==> src/rtl/div_sqrt_arb_mvp_if.sv <==
// Request/response/unit bus for the two-requester div/sqrt arbiter.
// The slave modport is the arbiter; the master modport is its environment.
interface div_sqrt_arb_mvp_if #(
    parameter int unsigned TAG_W = 4
);
    logic [1:0]         Req_valid_SI;
    logic [1:0]         Req_op_SI;
    logic [2*TAG_W-1:0] Req_tag_DI;
    logic [1:0]         Req_ready_SO;
    logic [1:0]         Kill_SI;
    logic               Grant_id_SO;
    logic               Unit_div_start_SO;
    logic               Unit_sqrt_start_SO;
    logic               Unit_kill_SO;
    logic               Unit_ready_SI;
    logic               Unit_done_SI;
    logic               Capture_SO;
    logic               Rsp_valid_SO;
    logic               Rsp_ready_SI;
    logic               Rsp_id_SO;
    logic [TAG_W-1:0]   Rsp_tag_DO;
    logic               Error_SO;

    modport slave (
        input  Req_valid_SI, Req_op_SI, Req_tag_DI, Kill_SI,
        input  Unit_ready_SI, Unit_done_SI, Rsp_ready_SI,
        output Req_ready_SO, Grant_id_SO, Unit_div_start_SO, Unit_sqrt_start_SO,
        output Unit_kill_SO, Capture_SO, Rsp_valid_SO, Rsp_id_SO, Rsp_tag_DO, Error_SO
    );

    modport master (
        output Req_valid_SI, Req_op_SI, Req_tag_DI, Kill_SI,
        output Unit_ready_SI, Unit_done_SI, Rsp_ready_SI,
        input  Req_ready_SO, Grant_id_SO, Unit_div_start_SO, Unit_sqrt_start_SO,
        input  Unit_kill_SO, Capture_SO, Rsp_valid_SO, Rsp_id_SO, Rsp_tag_DO, Error_SO
    );
endinterface

==> src/rtl/div_sqrt_arb_mvp.sv <==
// Round-robin arbiter sharing one div/sqrt unit between two requesters.
// Optional BUSY watchdog enabled by defining DIV_SQRT_ARB_TIMEOUT_EN.
module div_sqrt_arb_mvp #(
    parameter int unsigned TAG_W       = 4,
    parameter int unsigned TIMEOUT_CYC = 64
) (
    input logic               Clk_CI,
    input logic               Rst_RBI,
    div_sqrt_arb_mvp_if.slave bus
);

    typedef enum logic [1:0] {IDLE, START, BUSY, RESP} state_t;

    state_t           state, state_nxt;
    logic             ptr;
    logic             grant;
    logic             op_q;
    logic [TAG_W-1:0] tag_q;
    logic             gnt;
    logic             hs;
    logic             owner_kill;
    logic             timeout;
    logic             div_start, sqrt_start, unit_kill, capture, err;

    // Round-robin pick: a lone requester wins, a tie goes to the pointer.
    always_comb begin
        gnt = ptr;
        if (bus.Req_valid_SI == 2'b01) gnt = 1'b0;
        else if (bus.Req_valid_SI == 2'b10) gnt = 1'b1;
    end

    assign hs         = (state == IDLE) && bus.Unit_ready_SI && bus.Req_valid_SI[gnt];
    assign owner_kill = bus.Kill_SI[grant];

`ifdef DIV_SQRT_ARB_TIMEOUT_EN
    localparam int unsigned CNT_W = $clog2(TIMEOUT_CYC + 1);
    logic [CNT_W-1:0] busy_cnt;

    // Count cycles spent in BUSY; cleared whenever the FSM is elsewhere.
    always_ff @(posedge Clk_CI) begin
        if (!Rst_RBI || state != BUSY) busy_cnt <= '0;
        else                           busy_cnt <= busy_cnt + CNT_W'(1);
    end

    assign timeout = (state == BUSY) && (busy_cnt == CNT_W'(TIMEOUT_CYC - 1));
`else
    assign timeout = 1'b0;
`endif

    // State register plus the request context latched at the handshake.
    always_ff @(posedge Clk_CI) begin
        if (!Rst_RBI) begin
            state <= IDLE;
            ptr   <= 1'b0;
            grant <= 1'b0;
            op_q  <= 1'b0;
            tag_q <= '0;
        end else begin
            state <= state_nxt;
            if (hs) begin
                ptr   <= ~gnt;
                grant <= gnt;
                op_q  <= bus.Req_op_SI[gnt];
                tag_q <= gnt ? bus.Req_tag_DI[2*TAG_W-1:TAG_W] : bus.Req_tag_DI[TAG_W-1:0];
            end
        end
    end

    // Next state and unit-side pulses; an owner kill outranks done and timeout.
    always_comb begin
        state_nxt  = state;
        div_start  = 1'b0;
        sqrt_start = 1'b0;
        unit_kill  = 1'b0;
        capture    = 1'b0;
        err        = 1'b0;
        case (state)
            IDLE: if (hs) state_nxt = START;
            START: begin
                if (owner_kill) begin
                    unit_kill = 1'b1;
                    state_nxt = IDLE;
                end else begin
                    div_start  = ~op_q;
                    sqrt_start = op_q;
                    state_nxt  = BUSY;
                end
            end
            BUSY: begin
                capture = bus.Unit_done_SI;
                if (owner_kill) begin
                    unit_kill = 1'b1;
                    state_nxt = IDLE;
                end else if (bus.Unit_done_SI) begin
                    state_nxt = RESP;
                end else if (timeout) begin
                    unit_kill = 1'b1;
                    err       = 1'b1;
                    state_nxt = IDLE;
                end
            end
            RESP: if (owner_kill || bus.Rsp_ready_SI) state_nxt = IDLE;
            default: state_nxt = IDLE;
        endcase
    end

    // Combinational outputs are masked while reset is asserted so a reset
    // taken mid-operation never produces a stray kill or start pulse.
    assign bus.Req_ready_SO       = (hs && Rst_RBI) ? (2'b01 << gnt) : 2'b00;
    assign bus.Unit_div_start_SO  = div_start & Rst_RBI;
    assign bus.Unit_sqrt_start_SO = sqrt_start & Rst_RBI;
    assign bus.Unit_kill_SO       = unit_kill & Rst_RBI;
    assign bus.Capture_SO         = capture & Rst_RBI;
    assign bus.Error_SO           = err & Rst_RBI;
    assign bus.Grant_id_SO        = grant;
    assign bus.Rsp_valid_SO       = (state == RESP);
    assign bus.Rsp_id_SO          = grant;
    assign bus.Rsp_tag_DO         = tag_q;

endmodule

==> src/flat_wrapper.sv <==
// flat-port wrapper written by rule: the top's interface ports become plain ports
module div_sqrt_arb_mvp_flat 
#(
    parameter int unsigned TAG_W       = 4,
    parameter int unsigned TIMEOUT_CYC = 64
)
  (Clk_CI, Rst_RBI, bus_Req_valid_SI, bus_Req_op_SI, bus_Req_tag_DI, bus_Kill_SI, bus_Unit_ready_SI, bus_Unit_done_SI, bus_Rsp_ready_SI, bus_Req_ready_SO, bus_Grant_id_SO, bus_Unit_div_start_SO, bus_Unit_sqrt_start_SO, bus_Unit_kill_SO, bus_Capture_SO, bus_Rsp_valid_SO, bus_Rsp_id_SO, bus_Rsp_tag_DO, bus_Error_SO);
  div_sqrt_arb_mvp_if #(.TAG_W(TAG_W)) bus_i ();
  input logic Clk_CI;
  input logic Rst_RBI;
  input wire logic [$bits(bus_i.Req_valid_SI)-1:0] bus_Req_valid_SI;
  input wire logic [$bits(bus_i.Req_op_SI)-1:0] bus_Req_op_SI;
  input wire logic [$bits(bus_i.Req_tag_DI)-1:0] bus_Req_tag_DI;
  input wire logic [$bits(bus_i.Kill_SI)-1:0] bus_Kill_SI;
  input wire logic [$bits(bus_i.Unit_ready_SI)-1:0] bus_Unit_ready_SI;
  input wire logic [$bits(bus_i.Unit_done_SI)-1:0] bus_Unit_done_SI;
  input wire logic [$bits(bus_i.Rsp_ready_SI)-1:0] bus_Rsp_ready_SI;
  output wire logic [$bits(bus_i.Req_ready_SO)-1:0] bus_Req_ready_SO;
  output wire logic [$bits(bus_i.Grant_id_SO)-1:0] bus_Grant_id_SO;
  output wire logic [$bits(bus_i.Unit_div_start_SO)-1:0] bus_Unit_div_start_SO;
  output wire logic [$bits(bus_i.Unit_sqrt_start_SO)-1:0] bus_Unit_sqrt_start_SO;
  output wire logic [$bits(bus_i.Unit_kill_SO)-1:0] bus_Unit_kill_SO;
  output wire logic [$bits(bus_i.Capture_SO)-1:0] bus_Capture_SO;
  output wire logic [$bits(bus_i.Rsp_valid_SO)-1:0] bus_Rsp_valid_SO;
  output wire logic [$bits(bus_i.Rsp_id_SO)-1:0] bus_Rsp_id_SO;
  output wire logic [$bits(bus_i.Rsp_tag_DO)-1:0] bus_Rsp_tag_DO;
  output wire logic [$bits(bus_i.Error_SO)-1:0] bus_Error_SO;
  assign bus_i.Req_valid_SI = bus_Req_valid_SI;
  assign bus_i.Req_op_SI = bus_Req_op_SI;
  assign bus_i.Req_tag_DI = bus_Req_tag_DI;
  assign bus_i.Kill_SI = bus_Kill_SI;
  assign bus_i.Unit_ready_SI = bus_Unit_ready_SI;
  assign bus_i.Unit_done_SI = bus_Unit_done_SI;
  assign bus_i.Rsp_ready_SI = bus_Rsp_ready_SI;
  assign bus_Req_ready_SO = bus_i.Req_ready_SO;
  assign bus_Grant_id_SO = bus_i.Grant_id_SO;
  assign bus_Unit_div_start_SO = bus_i.Unit_div_start_SO;
  assign bus_Unit_sqrt_start_SO = bus_i.Unit_sqrt_start_SO;
  assign bus_Unit_kill_SO = bus_i.Unit_kill_SO;
  assign bus_Capture_SO = bus_i.Capture_SO;
  assign bus_Rsp_valid_SO = bus_i.Rsp_valid_SO;
  assign bus_Rsp_id_SO = bus_i.Rsp_id_SO;
  assign bus_Rsp_tag_DO = bus_i.Rsp_tag_DO;
  assign bus_Error_SO = bus_i.Error_SO;
  div_sqrt_arb_mvp #(.TAG_W(TAG_W), .TIMEOUT_CYC(TIMEOUT_CYC)) u_core (.Clk_CI(Clk_CI), .Rst_RBI(Rst_RBI), .bus(bus_i));
endmodule
==> config.mk <==
export PLATFORM = sky130hd
export DESIGN_NAME = div_sqrt_arb_mvp_flat
export DESIGN_NICKNAME = d
export VERILOG_FILES = /design/src/rtl/div_sqrt_arb_mvp_if.sv /design/src/rtl/div_sqrt_arb_mvp.sv /design/src/flat_wrapper.sv
export SDC_FILE = /design/constraint.sdc
export NUM_CORES = 1
export LEC_CHECK = 0
export ABC_AREA = 1
export CAP_MARGIN = 0
export CORE_MARGIN = 10
export CORE_UTILIZATION = 38
export DETAILED_ROUTE_END_ITERATION = 6
export PLACE_DENSITY_LB_ADDON = 0.2
export SLEW_MARGIN = 20
export SYNTH_ARGS = -nofsm -noshare
export SYNTH_HDL_FRONTEND = slang
export SYNTH_SLANG_ARGS = --single-unit
export TNS_END_PERCENT = 1
==> constraint.sdc <==
create_clock -name Clk_CI -period 4.1 [get_ports Clk_CI]
set_input_delay 1.025 -clock Clk_CI [delete_from_list [all_inputs] [get_ports Clk_CI]]
set_output_delay 1.025 -clock Clk_CI [all_outputs]
set_load 0.01 [all_outputs]
==> impl_metrics.ini, run 1 <==
[status]
status = finished clean

[setup_path]
crit_required_ps = 3070
end_kind = output pin
crit_type = in -> out
r2r_slack_ps = 2700
crit_fanout = 12
cp_num_buf_inv = 2
cp_data_arrival_time_ps = 2600
cpPeakStageDelay_ps = 730
cp_common_cell = clkdlybuf4s50_1
critical_path.cell_chain = clkdlybuf4s50_1 -> nand3_1 -> nor2_1 -> clkdlybuf4s50_1
cp_top_family = buffers and inverters
crit_slowest_cell = clkdlybuf4s50_1
start_kind = primary input

[power]
leakage_nw = 0.457
p_per_area_mw_per_mm2 = 429
power.total_uw = 405
max-vdd-ir-drop_v = 0.000207

[cts]
clk-insertion-delay-late_ps = 260
cts_tree = built
cts_max_path_buffers = 2
clk_pin_slew_ps = 60
clkSinkCount = 9
numCtsBuffers = 3
cts-resized-gates = 0
post-cts-setup-buffers = 0
htreeDepth = 1
cts_root_buffer = clkbuf_4
hold_buffers = 0

[die]
start_util_pct = 40.5
coreArea_mm2 = 0.00151
num_rows = 14
fp.dieH_um = 60.1
die_x_um = 60.1
fp.dieArea_mm2 = 0.00361
pin_count = 33

[routing]
postRouteAntennaNets = 0
vias_per_cell = 4.71
totalWireLength_um = 1690
drt_iter0_markers = 12
routed-via-count = 697
firstDrtPassIters = 4
route.detailed.drc = 0
wl_per_cell_um = 11.4

[sta]
fin_crit_sh_pct = 88.3
final.min_clock_period_ps = 3620
hold_violations = 0
tns_ps = 0
setup_viol = 0
max_freq_mhz = 276
rsz0062_at_grt = false
slew_violations = 0
clock_skew_ps = 3.68

[global_routing]
antenna_found_initial = 0
grt_first_pass_wirelength_um = 2850
grt-ovfl-total = 0
grt_pass1_vias = 690
grt_usage_pct = 10.0
grt_max_degree = 13

[synth]
synth_cells = 100
ys_ff_latch = 9
synth_fp_nets = 124
synth.distinct_cells = 15
syn_area_per_cell_um2 = 6.11
yosysSeqAreaShare_pct = 29.5
syn-cell-area_um2 = 611
ys.warnings.count = 0

[placed_design]
place_area_um2 = 918
hpwl_um = 1430
gp_congestion = 0.803
port_buffers = 31

[run]
drv_cap = 0

[layout]
drive_gt1_share_pct = 4.55
fin_area_um2 = 945
syn2layout_area_growth_pct = 54.7
nNetsFinal = 157
antenna_cells = 0

[min_path]
hp-class = reg -> reg
==> layout make-up <==
type                            count  area [µm²]
Fill cell                         150         562
Multi-Input combinational cell     71         344
Inverter                           17        63.8
Timing Repair Buffer               31         310
Sequential cell                     9         180
Tap cell                           16        20.0
Clock buffer                        4        26.3
==> cell usage in the layout, fill, tap and decap left out <==
cell,n
a21oi_1,1
inv_2,1
nor2_1,12
nand2_2,1
ha_1,5
nand3_1,13
nand2_1,32
clkbuf_4,3
o21ai_0,3
dfxtp_1,9
conb_1,1
nor3_1,1
clkbuf_1,1
inv_1,16
nand3_2,1
clkdlybuf4s50_1,31
a31oi_1,1
==> sequential cells by signal, indices dropped and copies added, names as in the netlist <==
name	cells
u_core.ptr	1
u_core.bus.Rsp_tag_DO	4
u_core.state	2
u_core.op_q	1
u_core.bus.Grant_id_SO	1
==> metal layers <==
metal | vias to the layer above | GRT usage (%) | wire (µm)
li1 | 367 | - | -
met1 | 299 | 10.4 | 692
met2 | 27 | 15.6 | 713
met3 | 4 | 6.57 | 260
met4 | 0 | 3.85 | 21
met5 | - | 0 | 0
==> power breakdown <==
group	total, mW	internal (mW)	leakage [nW]	switching [mW]
clock	0.0693	0.0375	0.0150	0.0317
combinational	0.213	0.0977	0.368	0.115
sequential	0.123	0.109	0.0738	0.0143
total	0.405	0.244	0.457	0.161
==> through the flow <==
stage / cells / worst slack [ps] / hold WS [ps] / util [%]
2_1_floorplan: 100 / 1600 / 461 / -
3_3_place_gp: 144 / 490 / 476 / 61.0
3_5_place_dp: 144 / 488 / 478 / 61.0
4_1_cts: 148 / 478 / 487 / 62.7
5_1_grt: 148 / 350 / 501 / 62.7
6_report: 148 / 478 / 483 / 62.7
==> cell families after synthesis <==
family / share of synthesized area (%)
buf+inv: 14.1
compound gates: 4.30
simple gates: 41.2
flops: 29.5
fa+ha+maj: 10.2
other cells: 0.614
==> worst reg2reg max path: stages, from the launching register on <==
cell	delay, ps
dfxtp_1	360
inv_1	100
ha_1	220
nand2_1	100
inv_1	60
nand2_2	130
nand2_1	100
nand3_2	90
nand2_1	50
nand2_1	50
nor2_1	40
==> synthesized netlist by cell type <==
cell type	instances	area share, %
nand2_1	32	20
o21ai_0	3	2.5
a31oi_1	1	1.0
buf_4	3	3.7
inv_1	16	9.8
nand2_2	1	1.0
conb_1	1	0.61
dfxtp_1	9	30
nand3_1	13	11
nor2_1	12	7.4
a21oi_1	1	0.82
nand3_2	1	1.6
ha_1	5	10
nor3_1	1	0.82
inv_2	1	0.61
==> worst paths after layout <==
check	cells past startpoint	startpoint	to
min	2	u_core.bus.Rsp_tag_DO[2]	u_core.bus.Rsp_tag_DO[2]
min reg2reg	2	u_core.bus.Rsp_tag_DO[2]	u_core.bus.Rsp_tag_DO[2]
max	4	Rst_RBI	bus_Unit_sqrt_start_SO
max reg2reg	10	u_core.state[0]	u_core.state[0]
(Power assumes the default switching activity.)
==> run 2, diff against run 1 <==
CORE_UTILIZATION = 37   (was 38)
CTS_CLUSTER_DIAMETER = 30   (was not set)
clock period = 3.4 ns   (was 4.1 ns; I/O delays follow)
==> run 2 against run 1 <==
Compared with the run above: flip-flop and latch count unchanged; first-iteration DRC count increased by 25%; non-clock buffer count grew 3; combinational power is 30% higher; critical path type unchanged; critical endpoint unchanged.
==> impl_metrics.ini, run 2 (synthesis results as in run 1) <==
[routing]
routed-via-count = 712
route.detailed.drc = 0
vias_per_cell = 4.72
firstDrtPassIters = 4
drt_iter0_markers = 15
wl_per_cell_um = 12.8
postRouteAntennaNets = 0
totalWireLength_um = 1930

[min_path]
hp-class = reg -> reg

[setup_path]
critPathLaunch = Rst_RBI
crit_fanout = 10
crit_type = in -> out
r2r_cells = 10
cp_data_arrival_time_ps = 2370
r2r-end = u_core.state[0]
end_kind = output pin
critPathCapture = bus_Unit_sqrt_start_SO
crit_required_ps = 2550
reg2reg_from = u_core.state[0]
start_kind = primary input
r2r_slack_ps = 1940

[placed_design]
place_area_um2 = 941
dpl_worst_slack_ps = 191
hpwl_um = 1580
dp.cells = 147
gp_congestion = 0.783
port_buffers = 31

[power]
max-vdd-ir-drop_v = 0.000269
leakage_nw = 0.472
p_per_area_mw_per_mm2 = 529

[die]
pin_count = 33
num_rows = 14
die_x_um = 60.6
start_util_pct = 39.6
fp.dieH_um = 60.6
coreArea_mm2 = 0.00154
fp.dieArea_mm2 = 0.00368

[layout]
fin_area_um2 = 967
layout.cells.non_filler = 151
largest_reg_flops = 4
final_util_pct = 62.7
final_cell_mix = nand2_1, clkdlybuf4s50_1, inv_1
layout_commonest_cell = nand2_1
antenna_cells = 0
nNetsFinal = 160
syn2layout_area_growth_pct = 58.4
drive_gt1_share_pct = 6.67

[cts]
cts_tree = built
cts_root_buffer = clkbuf_4
cts-resized-gates = 0
clk-insertion-delay-late_ps = 270
post-cts-setup-buffers = 0
hold_buffers = 0
numCtsBuffers = 3
clk_pin_slew_ps = 70
clkSinkCount = 9
htreeDepth = 1
cts_max_path_buffers = 2

[run]
drv_cap = 0

[global_routing]
grt_usage_pct = 10.6
grt_max_degree = 11
grtUsageMet3_pct = 6.47
grt_pass1_vias = 711
busiest_layer = met2
grt_first_pass_wirelength_um = 2990
antenna_found_initial = 0
grt-ovfl-total = 0
grt_util_met2_pct = 17.8
grt_use_met1_pct = 10.9

[sta]
slew_violations = 0
tns_ps = 0
fin_crit_sh_pct = 94.6
rsz0062_at_grt = false
final.min_clock_period_ps = 3220
fin_ws_ps = 184
max_freq_mhz = 311
setup_viol = 0
hold_violations = 0
clock_skew_ps = 8.86

[status]
status = finished clean
==> run 2: cell count changes in the layout (fill, tap and decap cells not counted) <==
cell and change:
buf_4 +3
==> run 2: worst max-delay path, stage by stage <==
cell             delay (ps)
clkdlybuf4s50_1         680
nand3_1                 170
nor2_1                  120
clkdlybuf4s50_1         550
==> run 2: how the worst min path moves through the flow <==
stage,slack [ps],from,cells after the start,endpoint
2_1_floorplan,460,u_core.ptr,2,u_core.ptr
3_3_place_gp,470,u_core.bus.Rsp_tag_DO[2],2,u_core.bus.Rsp_tag_DO[2]
4_1_cts,490,u_core.bus.Rsp_tag_DO[2],2,u_core.bus.Rsp_tag_DO[2]
6_report,500,u_core.bus.Rsp_tag_DO[2],2,u_core.bus.Rsp_tag_DO[2]
5_1_grt,510,u_core.bus.Rsp_tag_DO[2],2,u_core.bus.Rsp_tag_DO[2]
3_5_place_dp,480,u_core.bus.Rsp_tag_DO[2],2,u_core.bus.Rsp_tag_DO[2]
==> run 2: power by group <==
part	leakage (nW)	total, mW	internal [mW]	switching, mW
registers	0.0738	0.149	0.131	0.0174
logic	0.384	0.276	0.125	0.150
clock network	0.0150	0.0874	0.0454	0.0420
total	0.472	0.512	0.302	0.210
==> run 2: per-stage QoR <==
stage                     hold slack [ps]  power (mW)
after floorplan                       461       0.313
after global placement                473       0.415
after detailed placement              482       0.425
after CTS                             493       0.514
after global routing                  510       0.555
final                                 496       0.512
==> run 2: metal layers <==
metal / routed length (µm) / share of wire, %
met4: 14 / 0.72
met2: 911 / 47
met5: 0 / 0
met3: 229 / 12
met1: 777 / 40
==> run 2: cell type report <==
type | count | area (µm²)
fillers | 149 | 574
inverters | 17 | 63.8
clock buffers | 4 | 26.3
multi-input cells | 71 | 344
flip-flops and latches | 9 | 180
well taps | 16 | 20.0
repair buffers | 34 | 333
==> run 3, diff against run 2 <==
CTS_BUF_LIST = sky130_fd_sc_hd__clkbuf_4 sky130_fd_sc_hd__clkbuf_8 sky130_fd_sc_hd__clkbuf_16   (was not set)
==> run 3 against run 2 <==
Compared with the run above: first-iteration DRC count down 6.7%; non-clock buffer count unchanged; global-route usage about the same; critical path type unchanged; design area up 0.39%; combinational power hardly changed; setup slack gained 5.4 ps; largest cell class unchanged; register-to-register slack about the same; critical path depth unchanged; total power up 1.5%; largest power group unchanged; flip-flop and latch count unchanged.
==> impl_metrics.ini, run 3 (synthesis results as in run 1) <==
[power]
leakage_nw = 0.476
max-vdd-ir-drop_v = 0.000295
p_per_area_mw_per_mm2 = 535

[sta]
tns_ps = 0
setup_viol = 0
fin_crit_sh_pct = 94.4
clock_skew_ps = 8.45
final.min_clock_period_ps = 3210
rsz0062_at_grt = false
fin_hold_ws_ps = 495
max_freq_mhz = 312
hold_violations = 0
slew_violations = 0

[global_routing]
grt_max_degree = 11
antenna_found_initial = 0
grt_pass1_vias = 708
grt_first_pass_wirelength_um = 2980
grt-ovfl-total = 0
grt_usage_pct = 10.6

[setup_path]
cp_data_arrival_time_ps = 2360
crit_fanout = 10
cp_top_family = buffers and inverters
crit_type = in -> out
end_kind = output pin
r2r_slack_ps = 1940
cpPeakStageDelay_ps = 680
critical_path.cell_chain = clkdlybuf4s50_1 -> nand3_1 -> nor2_1 -> clkdlybuf4s50_1
crit_required_ps = 2550
r2r_cells = 10
cp_common_cell = clkdlybuf4s50_1
cp_num_buf_inv = 2
r2r-end = u_core.state[0]
reg2reg_from = u_core.state[0]
start_kind = primary input
crit_slowest_cell = clkdlybuf4s50_1

[die]
num_rows = 14
pin_count = 33
fp.dieArea_mm2 = 0.00368
start_util_pct = 39.6
die_x_um = 60.6
fp.dieH_um = 60.6
coreArea_mm2 = 0.00154

[layout]
fill_cells = 148
seq_area_um2 = 180
multi_input_area_um2 = 344
drive_gt1_share_pct = 7.41
largest_reg_flops = 4
nNetsFinal = 160
syn2layout_area_growth_pct = 59.0
antenna_cells = 0
final_cell_mix = nand2_1, clkdlybuf4s50_1, inv_1
layout_commonest_cell = nand2_1
layout.cells.non_filler = 151

[cts]
clk_pin_slew_ps = 60
post-cts-setup-buffers = 0
htreeDepth = 1
clk-insertion-delay-late_ps = 270
numCtsBuffers = 3
cts_tree = built
hold_buffers = 0
cts_root_buffer = clkbuf_4
clkSinkCount = 9
cts-resized-gates = 0
cts_max_path_buffers = 2

[min_path]
min_to = u_core.ptr
hp-class = reg -> reg
hold_start = u_core.ptr
hold_depth = 2

[placed_design]
hpwl_um = 1580
port_buffers = 31
dp.cells = 147
gp_congestion = 0.783

[routing]
vias_per_cell = 4.68
totalWireLength_um = 1920
postRouteAntennaNets = 0
routed-via-count = 707
drt_iter0_markers = 14
firstDrtPassIters = 4
route.detailed.drc = 0
wl_per_cell_um = 12.7

[status]
status = finished clean

[run]
drv_cap = 0
[run 3: cell types whose count changed in the layout (fill, tap and decap cells not counted)]
cell	change
clkbuf_1	-1
clkbuf_4	+1
[run 3: final cells by class]
cell class | count | area share, %
multi-input cells | 71 | 35.4
flip-flops and latches | 9 | 18.6
clock buffers | 4 | 3.09
well taps | 16 | 2.06
repair buffers | 34 | 34.3
inverters | 17 | 6.57
[run 3: worst max-delay path by stage]
stage	start	end	cells past startpoint
after CTS	Rst_RBI	bus_Unit_div_start_SO	4
after detailed placement	Rst_RBI	bus_Unit_div_start_SO	4
after global routing	Rst_RBI	bus_Unit_div_start_SO	4
final	Rst_RBI	bus_Unit_sqrt_start_SO	4
after global placement	Rst_RBI	bus_Unit_sqrt_start_SO	4
after floorplan	bus_Unit_ready_SI	bus_Req_ready_SO[0]	4
[run 3: worst min-delay path: stages (launching register included)]
cell and delay, ps:
dfxtp_1 310, inv_1 70, o21ai_0 70
[run 3: power breakdown]
part	switching [mW]	internal [mW]
Clock	0.0418	0.0534
Sequential	0.0174	0.131
Combinational	0.150	0.125
Total	0.209	0.310
[run 3: stage by stage]
stage	worst slack [ps]	util, %	instance area (µm²)	power, mW
2_1_floorplan	1250	-	611	0.313
3_3_place_gp	231	61.0	941	0.415
3_5_place_dp	191	61.0	941	0.425
4_1_cts	164	63.0	971	0.522
5_1_grt	78.2	63.0	971	0.563
6_report	190	63.0	971	0.519
[run 3: routing by layer]
| metal | share of wire, % | vias to the layer above | track usage (%) |
|---|---|---|---|
| li1 | - | 373 | - |
| met1 | 39 | 300 | 10.9 |
| met2 | 47 | 30 | 17.6 |
| met3 | 13 | 4 | 6.47 |
| met4 | 0.73 | 0 | 2.82 |
| met5 | 0 | - | 0 |
